### config.mk
export PLATFORM = sky130hd
export DESIGN_NAME = avalon_st_enforcer_flat
export DESIGN_NICKNAME = d
export VERILOG_FILES = /design/src/rtl/avalon_st_enforcer_pkg.sv /design/src/rtl/avalon_st_enforcer_if.sv /design/src/rtl/avalon_st_enforcer_out_stage.sv /design/src/rtl/avalon_st_enforcer.sv /design/src/flat_wrapper.sv
export SDC_FILE = /design/constraint.sdc
export NUM_CORES = 1
export LEC_CHECK = 0
export ABC_AREA = 0
export BUFFER_PORTS_ARGS = -buffer_cell sky130_fd_sc_hd__clkbuf_2
export CAP_MARGIN = 20
export CORE_ASPECT_RATIO = 1.25
export CORE_MARGIN = 2
export CORE_UTILIZATION = 25
export CTS_BUF_LIST = sky130_fd_sc_hd__clkbuf_4 sky130_fd_sc_hd__clkbuf_8 sky130_fd_sc_hd__clkbuf_16
export CTS_CLUSTER_SIZE = 24
export DETAILED_ROUTE_END_ITERATION = 12
export PLACE_DENSITY = 0.49
export SLEW_MARGIN = 20
export SYNTH_ARGS = -nofsm -noshare
export SYNTH_HDL_FRONTEND = slang
export SYNTH_SLANG_ARGS = --single-unit
### constraint.sdc
create_clock -name clk -period 5.2 [get_ports clk]
set_input_delay 0 -clock clk [delete_from_list [all_inputs] [get_ports clk]]
set_output_delay 0 -clock clk [all_outputs]
set_load 0.05 [all_outputs]
### src/rtl/avalon_st_enforcer_pkg.sv
// Shared types and helpers for the Avalon-ST framing enforcer.
package avalon_st_enforcer_pack;

  typedef enum logic [1:0] {
    IDLE   = 2'd0,
    IN_MSG = 2'd1,
    DROP   = 2'd2
  } state_t;

  // Width of the empty field; a one-byte beat still carries a 1-bit empty.
  function automatic int log2up_func(input int n);
    return (n <= 1) ? 1 : $clog2(n);
  endfunction

endpackage

### src/rtl/avalon_st_enforcer_if.sv
// Avalon-ST stream bundle with master (source) and slave (sink) views.
interface avalon_st_if #(
  parameter int DATA_WIDTH_IN_BYTES = 16
);
  localparam int EMPTY_W = avalon_st_enforcer_pack::log2up_func(DATA_WIDTH_IN_BYTES);

  // A beat transfers on a rising edge where valid & rdy. The master holds all
  // fields stable while valid & ~rdy; rdy may depend combinationally on state.
  logic [8*DATA_WIDTH_IN_BYTES-1:0] data;
  logic                             valid;
  logic                             rdy;
  logic                             sop;
  logic                             eop;
  logic [EMPTY_W-1:0]               empty;

  modport master (output data, valid, sop, eop, empty, input rdy);
  modport slave  (input data, valid, sop, eop, empty, output rdy);
endinterface

### src/rtl/avalon_st_enforcer_out_stage.sv
// Output register of the enforcer: loads a beat when told, drains on rdy.
module avalon_st_out_stage #(
  parameter type beat_t = logic
) (
  input  logic  clk,
  input  logic  rst,
  input  logic  load,
  input  beat_t beat_in,
  input  logic  rdy,
  output logic  valid,
  output beat_t beat
);

  // The caller only asserts load when the stage is empty or draining this cycle.
  always_ff @(posedge clk or negedge rst) begin
    if (!rst) begin
      valid <= 1'b0;
      beat  <= beat_t'('0);
    end else if (load) begin
      valid <= 1'b1;
      beat  <= beat_in;
    end else if (rdy) begin
      valid <= 1'b0;
    end
  end

endmodule

### src/rtl/avalon_st_enforcer.sv
// Packet-framing enforcer: repairs or drops beats so downstream always sees
// sop-first, single-eop packets no longer than MAX_MSG_LEN_IN_WORDS.
module avalon_st_enforcer
  import avalon_st_enforcer_pack::*;
#(
  parameter int DATA_WIDTH_IN_BYTES  = 16,
  parameter int MAX_MSG_LEN_IN_WORDS = 256,
  parameter int ERR_CNT_WIDTH        = 16
) (
  input  logic                     clk,
  input  logic                     rst,
  avalon_st_if.slave               untrusted_msg,
  avalon_st_if.master              enforced_msg,
  output logic                     missing_sop_error,
  output logic                     double_sop_error,
  output logic                     msg_too_long_error,
  output logic [ERR_CNT_WIDTH-1:0] missing_sop_cnt,
  output logic [ERR_CNT_WIDTH-1:0] double_sop_cnt,
  output logic [ERR_CNT_WIDTH-1:0] too_long_cnt,
  output state_t                   dbg_state
);

  localparam int DW = 8 * DATA_WIDTH_IN_BYTES;
  localparam int EW = log2up_func(DATA_WIDTH_IN_BYTES);
  localparam int CW = $clog2(MAX_MSG_LEN_IN_WORDS + 1);

  typedef struct packed {
    logic [DW-1:0] data;
    logic          sop;
    logic          eop;
    logic [EW-1:0] empty;
  } beat_t;

  state_t        state, next_state;
  logic [CW-1:0] word_cnt, cnt_next;
  beat_t         hold_beat, load_beat, xfer_beat, out_beat;
  logic          hold_valid, out_valid;
  logic          in_fire, out_free, hold_xfer, hold_load, force_close;
  logic          missing_next, double_next, too_long_next;

  assign out_free          = ~out_valid | enforced_msg.rdy;
  assign untrusted_msg.rdy = ~hold_valid | out_free;
  assign in_fire           = untrusted_msg.valid & untrusted_msg.rdy;
  // A non-eop beat must wait for the next accepted beat to learn whether it ends the packet.
  assign hold_xfer         = hold_valid & out_free & (hold_beat.eop | in_fire);
  assign dbg_state         = state;

  always_comb begin
    next_state      = state;
    cnt_next        = word_cnt;
    hold_load       = 1'b0;
    force_close     = 1'b0;
    missing_next    = 1'b0;
    double_next     = 1'b0;
    too_long_next   = 1'b0;
    load_beat.data  = untrusted_msg.data;
    load_beat.sop   = untrusted_msg.sop;
    load_beat.eop   = untrusted_msg.eop;
    load_beat.empty = untrusted_msg.eop ? untrusted_msg.empty : '0;
    if (in_fire) begin
      case (state)
        IN_MSG: begin
          hold_load = 1'b1;
          if (untrusted_msg.sop) begin
            force_close = 1'b1;
            double_next = 1'b1;
            cnt_next    = CW'(1);
          end else begin
            cnt_next    = word_cnt + CW'(1);
          end
        end
        default: begin
          if (untrusted_msg.sop) begin
            hold_load = 1'b1;
            cnt_next  = CW'(1);
          end else if (state == IDLE) begin
            missing_next = 1'b1;
          end else if (untrusted_msg.eop) begin
            next_state = IDLE;
          end
        end
      endcase
      if (hold_load) begin
        if (load_beat.eop) begin
          next_state = IDLE;
        end else if (cnt_next == CW'(MAX_MSG_LEN_IN_WORDS)) begin
          load_beat.eop   = 1'b1;
          load_beat.empty = '0;
          too_long_next   = 1'b1;
          next_state      = DROP;
        end else begin
          next_state = IN_MSG;
        end
      end
    end
  end

  // A sop inside an open packet closes the held beat on its way out.
  always_comb begin
    xfer_beat = hold_beat;
    if (force_close) begin
      xfer_beat.eop   = 1'b1;
      xfer_beat.empty = '0;
    end
  end

  always_ff @(posedge clk or negedge rst) begin
    if (!rst) begin
      state      <= IDLE;
      word_cnt   <= '0;
      hold_valid <= 1'b0;
      hold_beat  <= '0;
    end else begin
      state    <= next_state;
      word_cnt <= cnt_next;
      if (hold_load) begin
        hold_valid <= 1'b1;
        hold_beat  <= load_beat;
      end else if (hold_xfer) begin
        hold_valid <= 1'b0;
      end
    end
  end

  always_ff @(posedge clk or negedge rst) begin
    if (!rst) begin
      missing_sop_error  <= 1'b0;
      double_sop_error   <= 1'b0;
      msg_too_long_error <= 1'b0;
      missing_sop_cnt    <= '0;
      double_sop_cnt     <= '0;
      too_long_cnt       <= '0;
    end else begin
      missing_sop_error  <= missing_next;
      double_sop_error   <= double_next;
      msg_too_long_error <= too_long_next;
      if (missing_next && missing_sop_cnt != '1)
        missing_sop_cnt <= missing_sop_cnt + ERR_CNT_WIDTH'(1);
      if (double_next && double_sop_cnt != '1)
        double_sop_cnt <= double_sop_cnt + ERR_CNT_WIDTH'(1);
      if (too_long_next && too_long_cnt != '1)
        too_long_cnt <= too_long_cnt + ERR_CNT_WIDTH'(1);
    end
  end

  avalon_st_out_stage #(.beat_t(beat_t)) u_out_stage (
    .clk     (clk),
    .rst     (rst),
    .load    (hold_xfer),
    .beat_in (xfer_beat),
    .rdy     (enforced_msg.rdy),
    .valid   (out_valid),
    .beat    (out_beat)
  );

  assign enforced_msg.valid = out_valid;
  assign enforced_msg.data  = out_beat.data;
  assign enforced_msg.sop   = out_beat.sop;
  assign enforced_msg.eop   = out_beat.eop;
  assign enforced_msg.empty = out_beat.empty;

endmodule
### src/flat_wrapper.sv
// flat-port wrapper written by rule: the top's interface ports become plain ports
module avalon_st_enforcer_flat import avalon_st_enforcer_pack::*;
#(
  parameter int DATA_WIDTH_IN_BYTES  = 16,
  parameter int MAX_MSG_LEN_IN_WORDS = 256,
  parameter int ERR_CNT_WIDTH        = 16
)
  (clk, rst, missing_sop_error, double_sop_error, msg_too_long_error, missing_sop_cnt, double_sop_cnt, too_long_cnt, dbg_state, untrusted_msg_data, untrusted_msg_valid, untrusted_msg_sop, untrusted_msg_eop, untrusted_msg_empty, untrusted_msg_rdy, enforced_msg_data, enforced_msg_valid, enforced_msg_sop, enforced_msg_eop, enforced_msg_empty, enforced_msg_rdy);
  avalon_st_if #(.DATA_WIDTH_IN_BYTES(DATA_WIDTH_IN_BYTES)) untrusted_msg_i ();
  avalon_st_if #(.DATA_WIDTH_IN_BYTES(DATA_WIDTH_IN_BYTES)) enforced_msg_i ();
  input  logic clk;
  input  logic rst;
  output logic missing_sop_error;
  output logic double_sop_error;
  output logic msg_too_long_error;
  output logic [ERR_CNT_WIDTH-1:0] missing_sop_cnt;
  output logic [ERR_CNT_WIDTH-1:0] double_sop_cnt;
  output logic [ERR_CNT_WIDTH-1:0] too_long_cnt;
  output state_t dbg_state;
  input wire logic [$bits(untrusted_msg_i.data)-1:0] untrusted_msg_data;
  input wire logic [$bits(untrusted_msg_i.valid)-1:0] untrusted_msg_valid;
  input wire logic [$bits(untrusted_msg_i.sop)-1:0] untrusted_msg_sop;
  input wire logic [$bits(untrusted_msg_i.eop)-1:0] untrusted_msg_eop;
  input wire logic [$bits(untrusted_msg_i.empty)-1:0] untrusted_msg_empty;
  output wire logic [$bits(untrusted_msg_i.rdy)-1:0] untrusted_msg_rdy;
  output wire logic [$bits(enforced_msg_i.data)-1:0] enforced_msg_data;
  output wire logic [$bits(enforced_msg_i.valid)-1:0] enforced_msg_valid;
  output wire logic [$bits(enforced_msg_i.sop)-1:0] enforced_msg_sop;
  output wire logic [$bits(enforced_msg_i.eop)-1:0] enforced_msg_eop;
  output wire logic [$bits(enforced_msg_i.empty)-1:0] enforced_msg_empty;
  input wire logic [$bits(enforced_msg_i.rdy)-1:0] enforced_msg_rdy;
  assign untrusted_msg_i.data = untrusted_msg_data;
  assign untrusted_msg_i.valid = untrusted_msg_valid;
  assign untrusted_msg_i.sop = untrusted_msg_sop;
  assign untrusted_msg_i.eop = untrusted_msg_eop;
  assign untrusted_msg_i.empty = untrusted_msg_empty;
  assign untrusted_msg_rdy = untrusted_msg_i.rdy;
  assign enforced_msg_data = enforced_msg_i.data;
  assign enforced_msg_valid = enforced_msg_i.valid;
  assign enforced_msg_sop = enforced_msg_i.sop;
  assign enforced_msg_eop = enforced_msg_i.eop;
  assign enforced_msg_empty = enforced_msg_i.empty;
  assign enforced_msg_i.rdy = enforced_msg_rdy;
  avalon_st_enforcer #(.DATA_WIDTH_IN_BYTES(DATA_WIDTH_IN_BYTES), .MAX_MSG_LEN_IN_WORDS(MAX_MSG_LEN_IN_WORDS), .ERR_CNT_WIDTH(ERR_CNT_WIDTH)) u_core (.clk(clk), .rst(rst), .untrusted_msg(untrusted_msg_i), .enforced_msg(enforced_msg_i), .missing_sop_error(missing_sop_error), .double_sop_error(double_sop_error), .msg_too_long_error(msg_too_long_error), .missing_sop_cnt(missing_sop_cnt), .double_sop_cnt(double_sop_cnt), .too_long_cnt(too_long_cnt), .dbg_state(dbg_state));
endmodule
==> Yosys cells after proc, flatten, opt, wreduce, memory -nomap -nowiden <==
Cells that the tools add are included.
{ "totals": {"regBits": 332, "inputBits": 138, "out_inout_bits": 189} }
{ "op_classes": {"n_addsub": 4, "eq_ne": 8, "muxes": 35, "n_bitwise": 8, "n_reduce_logical": 8} }
{ "ops": {"columns": ["cell", "n"], "rows": [
  ["$add A16 B1 Y16 const B", 3],
  ["$ne A16 B16 Y1 const B", 3],
  ["$mux W9", 4],
  ["$mux W5", 5],
  ["$mux W1", 18],
  ["$mux W2", 7],
  ["$add A9 B1 Y9 const B", 1],
  ["$eq A9 B9 Y1 const B", 1],
  ["$reduce_bool A2 Y1", 3],
  ["$reduce_and A5 Y1", 1],
  ["$mux W4", 1],
  ["$ne A2 B1 Y1 const B", 2],
  ["$and A1 B1 Y1", 3],
  ["$logic_and A1 B1 Y1", 3],
  ["$or A1 B1 Y1", 3],
  ["$eq A2 B1 Y1 const B", 1],
  ["$logic_not A2 Y1", 1],
  ["$ne A2 B2 Y1 const B", 1],
  ["$not A1 Y1", 2]
]} }

==> Longest topological paths before layout <==
Gate-level depths: netlist of run 1.
{ "depth": {"depth_word": 11, "ltp_mapped": 8, "depth_no_buf": 7} }

==> Modules after synthesis <==
From an unflattened synthesis of run 1, not the netlist that was laid out.
{ "unflattened": {"cells_unflattened": 894, "hier_area_um2": 13385.3} }
{ "modules_own_cells": {"columns": ["module", "n_inst", "cells_each", "area_each_um2"], "rows": [
  ["avalon_st_enforcer", 1, 608, 8184.1],
  ["avalon_st_out_stage", 1, 286, 5201.2]
]} }

==> Worst setup path before layout of run 1 <==
Ideal clock, no wire load.
{ "synth_path": {"path_type": "flip-flop to flip-flop", "from": "reg u_core.u_out_stage.valid", "to": "reg u_core.too_long_cnt[5]", "setup_time_ps": 83, "arrival_ps": 2392, "t_required_ps": 5117, "slack_ps": 2726, "path_stages_with_launch": 8, "path_buffers": 1, "period_less_slack_ps": 2474, "cell_sequence": "dfrtp_1 -> nand3b_1 -> o211ai_2 -> nor3_1 -> o21ai_1 -> buf_2 -> nor3_1 -> xor2_1"} }
{ "synth_between": {"elab_chain_len": 6} }
{ "synth_lines": {"columns": ["element", "line_no", "rtl"], "rows": [
  ["from (decl)", "avalon_st_enforcer_out_stage.sv:10", "output logic valid,"],
  ["from (signal assigned)", "avalon_st_enforcer_out_stage.sv:17", "valid <= 1'b0;"],
  ["from (signal assigned)", "avalon_st_enforcer_out_stage.sv:20", "valid <= 1'b1;"],
  ["from (signal assigned)", "avalon_st_enforcer_out_stage.sv:23", "valid <= 1'b0;"],
  ["$not A1 Y1", "avalon_st_enforcer.sv:41", "assign out_free = ~out_valid | enforced_msg.rdy;"],
  ["$or A1 B1 Y1", "avalon_st_enforcer.sv:41", null],
  ["$or A1 B1 Y1", "avalon_st_enforcer.sv:42", "assign untrusted_msg.rdy = ~hold_valid | out_free;"],
  ["via untrusted_msg_rdy", "flat_wrapper.sv:25", "output wire logic [$bits(untrusted_msg_i.rdy)-1:0] untrusted_msg_rdy;"],
  ["$and A1 B1 Y1", "avalon_st_enforcer.sv:43", "assign in_fire = untrusted_msg.valid & untrusted_msg.rdy;"],
  ["$mux W1", "avalon_st_enforcer.sv:60", "if (in_fire) begin"],
  ["$logic_and A1 B1 Y1", "avalon_st_enforcer.sv:141", "if (too_long_next && too_long_cnt != '1)"],
  ["to (signal assigned)", "avalon_st_enforcer.sv:142", "too_long_cnt <= too_long_cnt + ERR_CNT_WIDTH'(1);"],
  ["to (decl)", "avalon_st_enforcer.sv:19", "output logic [ERR_CNT_WIDTH-1:0] too_long_cnt,"]
]} }
The timed path passes the listed nets, and every way through them passes these cells.
A chain may end at the register's enable or synchronous reset.

==> Worst setup path in the final report of run 1 <==
{ "layout_path": {"from": "reg u_core.word_cnt[0]", "to": "reg u_core.too_long_cnt[1]"} }
{ "layout_between": {"elab_chain_len": 10, "word_cells_on_any_way": 11} }
{ "layout_lines": {"columns": ["element", "line_no", "rtl"], "rows": [
  ["from (decl)", "avalon_st_enforcer.sv:35", "logic [CW-1:0] word_cnt, cnt_next;"],
  ["from (signal assigned)", "avalon_st_enforcer.sv:115", "word_cnt <= cnt_next;"],
  ["$add A9 B1 Y9", "avalon_st_enforcer.sv:69", "cnt_next = word_cnt + CW'(1);"],
  ["$mux W9", "avalon_st_enforcer.sv:64", "if (untrusted_msg.sop) begin"],
  ["$mux W9 *", "avalon_st_enforcer.sv:61", "case (state)"],
  ["$mux W9 *", "avalon_st_enforcer.sv:60", null],
  ["$eq A9 B9 Y1 *", "avalon_st_enforcer.sv:86", "end else if (cnt_next == CW'(MAX_MSG_LEN_IN_WORDS)) begin"],
  ["$mux W1 *", "avalon_st_enforcer.sv:86", null],
  ["$mux W1 *", "avalon_st_enforcer.sv:84", "if (load_beat.eop) begin"],
  ["$mux W1 *", "avalon_st_enforcer.sv:83", "if (hold_load) begin"],
  ["$mux W1 *", "avalon_st_enforcer.sv:60", null],
  ["$logic_and A1 B1 Y1 *", "avalon_st_enforcer.sv:141", null]
]} }
Mark *: on every way between the ends. The rest lies on a longest branch, timed or not. The select of a mux whose other input is x is not followed.

==> results.md, run 1 <==
- Vias per inst: 4.27
- Post-CTS Setup Bufs: 0
- Setup CP Type: flip-flop to flip-flop
- Power per cell area: 628 nW/um^2
- Area grow syn2layout: 38.6%
- Routed vias: 9,979
- Total gr overflow: 0
- Synth top area share: 0.631
- Overall power: around 0.011 W
- Post-DP Area: 15,600 sq um
- Mean area per synthesized cell: 11.2 sq um
- CTS sink count: around 330
- Detailed Place HPWL: 22,600 microns
- Commonest cells after routing, fill and taps aside: nand2_1, dfrtp_1, clkbuf_2
- Worst hold slack: around 0.046 ns
- WL per Instance: 15.2 microns
- Post-synth cell types: between 50 and 60
- Critical R2R Launch: u_core.word_cnt[0]
- Slew at the pin with the worst max-slew slack: 1.21 ns
- DR pass1 iterations: 5
- Synth Flop Type: dfrtp_1
- Layout cell share with drive strength beyond 1: 0.335
- Skew final: 0.0124 ns
- Rows: 94
- First-pass GRT wire length: 55,600 microns
- Worst vdd ir: 296 uV
- Status: finished, final reports clean
- Clk root buf: clkbuf_16
- CTS max path bufs: 3
- Top achievable clock speed: 385 MHz
- Post_cts resized: 0
- Min Clock Period, post-route: approximately 2.6 ns
- Crit path DAT: 3.01 ns
- Synth warn: 0
- Syn Inst Count: 1,173
- Post-detailed-route count of antenna-violating nets: 0
- Cells taking the most area after synthesis: dfrtp_1, nand2_1, mux2_2
- I/O pin cnt: 327
- RSZ-0062 raised after global routing: false
- Slew Viols, Final: 0
- R2R depth: 7
- DRC errors left: 0
- Ant. Diodes: 0
- Post-CTS Hold Buffers: 143
- Critical path's slowest cell: dfrtp_1
- Startpoint class of the critical path: flip-flop
- Final setup viols: 0
- Final period util: 0.500
- Iter 0 DRT Violations: roughly 480
- CP max FO: 17
- H-Tree Depth: 2
- Vias in the first global route: 10,310
- Setup TNS: 0 ns
- All-Layer GR Usage: 0.127
- Critical path cell sequence: ha_1 -> nor4bb_1 -> a21oi_1 -> a2111oi_4 -> o211ai_4 -> nor2_1 -> mux2_1
- Die Span Y: 261 microns
- # nets final: 1,779
- Die Wd: 209 microns
- Count of input and output buffers: ~330
- CTS clock-pin slew for the worst setup and hold paths: 0.06 ns
- Crit. End Element: flip-flop
- Synth area leader: dfrtp_1
- Most common cell after layout, fill and taps aside: nand2_1
- Sequential area share after synthesis: 0.631
- Core ar.: approximately 52,000 sq um
- Pleak: 9.15 nW
- Finished Cell Area: 18,300 sq um
- Min-Delay Path Class: primary input to asynchronous set/reset pin
- Slew headroom: 0.195
- Starting Density: 0.252
- Final Hold Viols: 0
- Final core occ: 0.349
- CTS tree: done
- GPL Wtd Cong: 0.812
- RR Endpoint: u_core.too_long_cnt[1]
- Max Cap Viol: 0
- Worst R2R Setup Slack: 2.60 ns
- Post-Syn Area: between 10,000 and 15,000 sq um
- Worst-skew pair later-pin latency: 0.54 ns
- Die area: roughly 55,000 sq um
- Req. time, crit path: 5.62 ns
- CP max stage delay: 0.44 ns
- Syn nets: between 1,000 and 1,500
- Final wirelength: between 30,000 and 40,000 microns
- Synth Register Bits: 332
- Antenna violations before repair: 0
- Synth async-reset ratio: 1.00
- Inserted Clock Buffers: 38
- Pin count of the biggest net entering global routing: 152
- Number of synthesized flops with an enable pin: 0
[through the flow]
step	std cells	setup slack, ns
floorplan	1173	2.73
global placement	2126	2.59
detailed placement	2126	2.61
CTS	2337	2.59
global route	2337	2.44
finish	2337	2.60
[routing by layer]
layer / up-vias / track usage / routed length, microns
li1: 4767 / - / -
met1: 4912 / 0.149 / 14500
met2: 230 / 0.220 / 17600
met3: 70 / 0.0354 / 2040
met4: 0 / 0.0552 / 1320
met5: - / 0 / 0
[flip-flops by register name (all words and copies together), names as in the netlist, 2 cells and up]
| register | flops |
|---|---|
| u_core.u_out_stage.beat | 134 |
| u_core.too_long_cnt | 16 |
| u_core.word_cnt | 9 |
| u_core.hold_beat | 134 |
| u_core.dbg_state | 2 |
| u_core.double_sop_cnt | 16 |
| u_core.missing_sop_cnt | 16 |
[how the worst max path moves through the flow]
stage / startpoint / end / slack [ns] / cells after the start
5_1_grt: u_core.word_cnt[0] / u_core.too_long_cnt[1] / 2.44 / 7
3_3_place_gp: u_core.dbg_state[1] / u_core.hold_beat[4] / 2.59 / 6
3_5_place_dp: u_core.dbg_state[1] / u_core.hold_beat[4] / 2.61 / 6
4_1_cts: u_core.dbg_state[1] / u_core.hold_beat[4] / 2.59 / 6
2_1_floorplan: u_core.u_out_stage.valid / u_core.too_long_cnt[5] / 2.73 / 7
6_report: u_core.word_cnt[0] / u_core.too_long_cnt[1] / 2.60 / 7
[cell usage after synthesis (2+ instances only)]
cell type	n
a21o_1	3
nand4_1	12
a22o_1	2
mux2i_1	2
and3_1	4
clkbuf_1	37
and2_1	4
nand3_1	26
dfrtp_1	332
xor2_1	25
nor2_1	26
o21ai_1	2
nor4_1	2
nor3_1	13
ha_1	4
buf_4	2
nand3b_1	2
nor4_2	2
buf_2	9
buf_1	4
inv_1	12
o21ai_0	19
nand2b_1	4
xnor2_1	20
and4_1	2
nor3_2	9
nand2_1	429
mux2_2	132
a21oi_1	11
[cells by family (layout without fill, tap and decap cells)]
family	Yosys count	in the layout	synth area share
adders and majority gates	4	4	0.00380
and+or+nand+nor	544	544	0.175
xor gates and xnor gates	45	45	0.0299
muxes	135	135	0.115
DFF	332	332	0.631
buffers and inverters	65	557	0.0205
AOI/OAI and AO/OA	48	48	0.0250
[layout make-up]
type / count / area [sq um]
flip-flops and latches: 332 / 8310
fillers: 5240 / 34100
well taps: 672 / 841
clock buffers: 53 / 1110
repair buffers: 477 / 3190
clock inverters: 15 / 143
multi-input cells: 776 / 4630
inverters: 12 / 45.0
[worst max-delay path, delay by kind of cell, from the launching register on]
family                     cells  cell delay (ns)
muxes                          1             0.34
and+or+nand+nor                2             0.58
DFF                            1             0.44
AOI/OAI and AO/OA              3             0.75
adders and majority gates      1             0.35
[power by group]
group | internal, W | switching (W)
Sequential | 0.00358 | 0.000571
Clock | 0.00159 | 0.00109
Combinational | 0.00141 | 0.00321
Total | 0.00659 | 0.00487
Note: power is estimated with default switching activity, not from simulation.
==> run 2: changes to the inputs <==
--- a/config.mk
+++ b/config.mk
@@ -14,7 +14,7 @@
 export CTS_BUF_LIST = sky130_fd_sc_hd__clkbuf_4 sky130_fd_sc_hd__clkbuf_8 sky130_fd_sc_hd__clkbuf_16
 export CTS_CLUSTER_SIZE = 24
 export DETAILED_ROUTE_END_ITERATION = 12
-export PLACE_DENSITY = 0.49
+export PLACE_DENSITY = 0.5
 export SLEW_MARGIN = 20
 export SYNTH_ARGS = -nofsm -noshare
 export SYNTH_HDL_FRONTEND = slang
==> constraint.sdc (replaced) <==
create_clock -name clk -period 2.2 [get_ports clk]
set_input_delay 0 -clock clk [delete_from_list [all_inputs] [get_ports clk]]
set_output_delay 0 -clock clk [all_outputs]
set_load 0.05 [all_outputs]
==> run 2 against run 1 <==
Against the previous run: the flow now finishes with violations (negative setup slack); routed wire length increased by 5.2%; sequential cell count unchanged; worst hold slack better by 0.0033 ns; largest power group unchanged; highest routed layer unchanged.
==> results.md, run 2 (synthesis gave the netlist of run 1 again) <==
- Status: complete, but fails checks
- Violated checks: negative setup slack
- Crit. End Element: flip-flop
- Crit path to: u_core.hold_beat[4]
- Final wirelength: about 37,000 microns
- Max Cap Viol: 0
- Finished Cell Area: 19,000 sq um
- Inserted Clock Buffers: 39
- H-Tree Depth: 2
- Commonest cells after routing, fill and taps aside: nand2_1, dfrtp_1, clkbuf_2
- Routed vias: between 10,000 and 15,000
- Area grow syn2layout: 44.6%
- Buf+Inv Stages, Crit Path: 2
- DRC errors left: 0
- Largest regs: u_core.hold_beat x134, u_core.u_out_stage.beat x134
- Min-Delay Path Class: primary input to asynchronous set/reset pin
- Slew Viols, Final: 0
- Post-DP Area: 16,100 sq um
- Power per cell area: 1470 nW/um^2
- CP Launch Point: u_core.word_cnt[1]
- Sequential cell fraction of total power: 0.350
- RR Endpoint: u_core.hold_beat[4]
- CTS max path bufs: 3
- I/O pin cnt: 327
- Rows: 94
- Final period util: 1.00
- Critical path cell sequence: ha_1 -> and4b_1 -> nand4_1 -> mux2i_2 -> o211ai_4 -> buf_6 -> buf_6 -> o21ai_4 -> o21a_1
- Clk root buf: clkbuf_16
- Top achievable clock speed: roughly 450 MHz
- Worst vdd ir: 773 uV
- Layout cell share with drive strength beyond 1: 0.368
- Critical R2R Launch: u_core.word_cnt[1]
- DR pass1 iterations: 5
- Final Hold Viols: 0
- P_sw: 0.0118 W
- CP max FO: 5
- Post-detailed-route count of antenna-violating nets: 0
- Final setup viols: 2
- Slew headroom: 0.534
- Skew final: 0.0133 ns
- WL per Instance: 15.6 microns
- Core ar.: between 50,000 and 60,000 sq um
- Combinational power share: 0.414
- Iter 0 DRT Violations: 525
- Pre-CTS WS: -0.105 ns
- RSZ-0062 raised after global routing: true
- Worst R2R Setup Slack: -0.006 ns
- Die area: 54,600 sq um
- Max Used Layer: met4
- Setup CP Type: flip-flop to flip-flop
- CTS tree: done
- Fill cells: 5,183
- Met2 routed WL: between 15,000 and 20,000 microns
- Final core occ: 0.364
- Most used cell, CP: buf_6
- Pleak: 9.61 nW
- Total gr overflow: 0
- Min Clock Period, post-route: 2.21 ns
- Stages on worst setup path: 9
- All-Layer GR Usage: 0.136
- Startpoint class of the critical path: flip-flop
- CTS sink count: ~330
- CTS clock-pin slew for the worst setup and hold paths: about 0.060 ns
- Detail Route met3 WL: 2060 microns
- Internal: 0.0162 W
- Switch share: 0.421
- Pin count of the biggest net entering global routing: 74
- Die Wd: 209 microns
- CP max stage delay: 0.40 ns
- Ant. Diodes: 0
- Slew at the pin with the worst max-slew slack: ~0.70 ns
- First-pass GRT wire length: 58,800 microns
- GPL Wtd Cong: 0.780
- Vias in the first global route: 10,743
- Multi-input gate area: about 4800 sq um
- Detailed Place HPWL: approximately 25,000 microns
- Vias per inst: 4.26
- Antenna violations before repair: 0
- Clock share of power: 0.236
- Worst-skew pair later-pin latency: around 0.54 ns
- Setup ws final: -0.00637 ns
- Met1 wire length: 15,100 microns
- Critical path's slowest cell: dfrtp_1
- # nets final: between 1,500 and 2,000
- CP delay by family, top: compound AO/OA/AOI/OAI gates
- Crit path DAT: around 2.7 ns
- Most common cell after layout, fill and taps aside: nand2_1
- Starting Density: 0.252
- Flip-flop and latch area: 8310 sq um
- Count of input and output buffers: around 330
- R2R depth: 9
- Req. time, crit path: around 2.7 ns
- Die Span Y: 261 microns
run 2: final cells by class:
type,instances,area share
repair buffers,529,0.195
inverters,12,0.00236
clock buffers,51,0.0576
well taps,672,0.0441
multi-input cells,777,0.254
clock inverters,16,0.0108
flip-flops and latches,332,0.436
run 2: per-stage QoR:
stage	hold slack [ns]	TNS [ns]	cells	total power, W
CTS	0.0414	-0.0347	2384	0.0284
global route	0.0761	-0.755	2389	0.0296
global placement	0.0352	-0.128	2174	0.0210
detailed placement	0.0502	-0.825	2174	0.0212
floorplan	-0.296	-1.77	1173	0.0178
finish	0.0493	-0.0110	2389	0.0280
run 2: worst register-to-register path, stage by stage (launching register included):
cell      delay, ns
dfrtp_1        0.40
ha_1           0.22
and4b_1        0.24
nand4_1        0.15
mux2i_2        0.40
o211ai_4       0.20
buf_6          0.17
buf_6          0.12
o21ai_4        0.13
o21a_1         0.14
run 2: power groups by stage:
stage	Clock, W	Combinational, W	Sequential [W]
after floorplan	0	0.00379	0.0140
after global placement	0	0.0112	0.00976
after detailed placement	0	0.0113	0.00990
after CTS	0.00689	0.0117	0.00982
after global routing	0.00711	0.0124	0.0101
final	0.00660	0.0116	0.00981
run 2: metal layers:
metal,track usage,vias up
li1,-,4859
met2,0.236,269
met3,0.0337,67
met4,0.0591,0
met5,0,-
met1,0.159,4973
run 2: worst min-delay path by stage:
stage | start | to | depth (start not counted)
6_report | rst | u_core.hold_beat[116] | 2
3_5_place_dp | rst | u_core.hold_beat[116] | 1
5_1_grt | rst | u_core.hold_beat[116] | 2
3_3_place_gp | rst | u_core.u_out_stage.beat[116] | 1
2_1_floorplan | rst | u_core.dbg_state[0] | 0
4_1_cts | rst | u_core.hold_beat[116] | 2
run 2: repair_timing:
action,in CTS,in global routing
gates resized for setup,14,17
setup buffers,1,5
pin swaps,18,10
endpoints found under the hold margin,422,0
cloned,1,0
hold buffers,142,0
endpoints found under the setup margin,15,21
==> run 3: changes to the inputs <==
--- a/config.mk
+++ b/config.mk
@@ -18,4 +18,5 @@
 export SLEW_MARGIN = 20
 export SYNTH_ARGS = -nofsm -noshare
 export SYNTH_HDL_FRONTEND = slang
+export SYNTH_HIERARCHICAL = 1
 export SYNTH_SLANG_ARGS = --single-unit
==> run 3 against run 2 <==
Against the previous run: the flow still finishes with violations (negative setup slack); synthesized cell count shrank 24%; register-to-register slack lost 0.02 ns; first-iteration DRC count shrank 39%; combinational power grew 7%; critical path type unchanged; largest cell class unchanged; highest routed layer is now met5.
==> results.md, run 3 <==
- Status: complete, but fails checks
- Violated checks: negative setup slack
- P_sw: around 0.012 W
- Number of synthesized flops with an enable pin: 0
- Clk root buf: clkbuf_16
- Startpoint class of the critical path: flip-flop
- CTS max path bufs: 3
- Die area: ~55,000 sq um
- Core ar.: 52,800 sq um
- Routed vias: about 9,000
- I/O pin cnt: 327
- Die Wd: ~210 microns
- CTS clock-pin slew for the worst setup and hold paths: 0.06 ns
- Ant. Diodes: 0
- Skew final: 0.0221 ns
- Synth area leader: dfrtp_1
- Worst R2R Setup Slack: -0.02 ns
- Largest regs: u_core/hold_beat x134, u_core/u_out_stage/beat x134
- Final Hold Viols: 0
- Critical path cell sequence: nand4b_1 -> or2_1 -> a2111oi_4 -> buf_4 -> o211ai_4 -> buf_6 -> nor2_2 -> xor2_1
- Post-Syn Area: 13,400 sq um
- Pleak: 8.97 nW
- Slew headroom: 0.623
- Setup CP Type: flip-flop to flip-flop
- Max Cap Viol: 0
- Vias in the first global route: 9,756
- RSZ-0062 raised after global routing: true
- Critical R2R Launch: u_core/dbg_state[1]
- Placed insts: 1,904
- Final wirelength: 33,900 microns
- Crit. End Element: flip-flop
- Synth Register Bits: between 300 and 400
- CP max stage delay: approximately 0.45 ns
- Mean area per synthesized cell: 15.0 sq um
- Synth cell count leaders: dfrtp_1, mux2_2, mux2_4, nand2_1
- Area grow syn2layout: 43.6%
- Clock share of power: 0.228
- CTS sink count: between 300 and 400
- CP Launch Point: u_core/dbg_state[1]
- Synth warn: 6
- Crit path DAT: around 2.7 ns
- Commonest cells after routing, fill and taps aside: clkbuf_2, dfrtp_1, mux2_2
- Synth top area share: 0.621
- Req. time, crit path: 2.67 ns
- Finished Cell Area: 19,200 sq um
- Inserted Clock Buffers: 39
- Total gr overflow: 0
- Iter 0 DRT Violations: 318
- GPL Wtd Cong: 0.803
- All-Layer GR Usage: 0.121
- Worst-skew pair later-pin latency: 0.55 ns
- Syn nets: 1,036
- Slew at the pin with the worst max-slew slack: 0.552 ns
- Min Clock Period, post-route: 2.22 ns
- CTS tree: done
- WL per Instance: 15.9 microns
- Sequential cell fraction of total power: 0.343
- Worst vdd ir: 1040 uV
- Power per cell area: ~1500 nW/um^2
- Layout cell share with drive strength beyond 1: 0.535
- Count of input and output buffers: 326
- Vias per inst: 4.25
- Final setup viols: 5
- Post-DP Area: 16,200 sq um
- DR pass1 iterations: 4
- Final period util: 1.01
- Cells taking the most area after synthesis: dfrtp_1, mux2_2, mux2_4
- Die Span Y: 263 microns
- Fill cells: roughly 5,100
- Post-synth cell types: 55
- H-Tree Depth: 2
- Critical path's slowest cell: a2111oi_4
- Rows: 94
- Sequential area share after synthesis: 0.621
- Worst hold slack: 0.0173 ns
- Most common cell after layout, fill and taps aside: clkbuf_2
- R2R depth: 8
- Internal: roughly 0.017 W
- Finished Layout Cells: 2,129
- Top achievable clock speed: 450 MHz
- Post-detailed-route count of antenna-violating nets: 0
- # nets final: about 1,600
- Antenna violations before repair: 1
- CP max FO: 6
- Synth async-reset ratio: 1.00
- Min-Delay Path Class: primary input to asynchronous set/reset pin
- Starting Density: 0.253
- Slew Viols, Final: 0
- Setup ws final: -0.0234 ns
- Syn Inst Count: a little under 900
- First-pass GRT wire length: 54,000 microns
- Switch share: 0.406
- Combinational power share: 0.429
- Detailed Place HPWL: 22,900 microns
- RR Endpoint: u_core/too_long_cnt[13]
- DRC errors left: 0
- Pin count of the biggest net entering global routing: 75
- Top-count cell post-synth: dfrtp_1
- Synth Flop Type: dfrtp_1
==> run 3: routing by layer <==
| metal | track usage | wire length, microns | vias up |
|---|---|---|---|
| li1 | - | - | 4229 |
| met1 | 0.146 | 14500 | 4520 |
| met2 | 0.204 | 16000 | 254 |
| met3 | 0.0421 | 2510 | 49 |
| met4 | 0.0364 | 826 | 2 |
| met5 | 0 | 13 | - |
==> run 3: area by class of cell <==
cell class                      instances  area [sq um]  share of cell area
Inverter                               13          48.8             0.00254
Sequential cell                       332          8320               0.433
Clock inverter                         14           169             0.00879
Tap cell                              672           841              0.0437
Timing Repair Buffer                  532          3670               0.191
Multi-Input combinational cell        510          5020               0.261
Clock buffer                           56          1160              0.0603
==> run 3: stage by stage <==
step | util | total power [W] | TNS [ns] | setup WS [ns]
finish | 0.364 | 0.0288 | -0.0644 | -0.0234
global route | 0.364 | 0.0304 | -2.11 | -0.148
CTS | 0.360 | 0.0292 | -0.147 | -0.0313
detailed placement | 0.307 | 0.0222 | -0.269 | -0.0580
global placement | 0.307 | 0.0219 | -0.0509 | -0.0257
floorplan | - | 0.0190 | -5.73 | -0.164
==> run 3: cells by family (layout without fill, tap and decap cells) <==
kind of cell / after synthesis / in the layout / synth area share
AOI/OAI and AO/OA: 42 / 43 / 0.0233
xor gates and xnor gates: 44 / 44 / 0.0288
adders and majority gates: 4 / 4 / 0.00374
buffers and inverters: 53 / 615 / 0.0213
DFF: 332 / 332 / 0.621
muxes: 267 / 267 / 0.238
and+or+nand+nor: 152 / 152 / 0.0640
==> run 3: what timing repair did <==
item / CTS / global route
hold endpoints to repair: 476 / 0
pin swaps: 3 / 20
setup buffers: 2 / 11
gates resized for setup: 6 / 32
gates cloned: 1 / 0
setup endpoints to repair: 6 / 34
hold buffers: 141 / 0
==> run 3: how the worst max path moves through the flow <==
stage / to / slack, ns / depth (start not counted)
floorplan: u_core/missing_sop_cnt[10] / -0.16 / 9
global placement: u_core/too_long_cnt[8] / -0.03 / 8
detailed placement: u_core/too_long_cnt[1] / -0.06 / 7
CTS: u_core/too_long_cnt[1] / -0.03 / 7
global route: u_core/too_long_cnt[14] / -0.15 / 8
finish: u_core/too_long_cnt[13] / -0.02 / 8
==> run 3: critical path, delay by kind of cell, from the launching register on <==
family	cells	cell delay, ns
flip-flops	1	0.42
XOR/XNOR	1	0.14
AND/OR/NAND/NOR	3	0.66
buffers and inverters	2	0.37
AO/OA/AOI/OAI	2	0.58
==> run 3: power groups by stage <==
| stage | clock [W] | combinational (W) | sequential [W] |
|---|---|---|---|
| floorplan | 0 | 0.00455 | 0.0145 |
| global placement | 0 | 0.0121 | 0.00984 |
| detailed placement | 0 | 0.0122 | 0.00997 |
| CTS | 0.00689 | 0.0124 | 0.00989 |
| global route | 0.00715 | 0.0131 | 0.0102 |
| finish | 0.00659 | 0.0124 | 0.00988 |
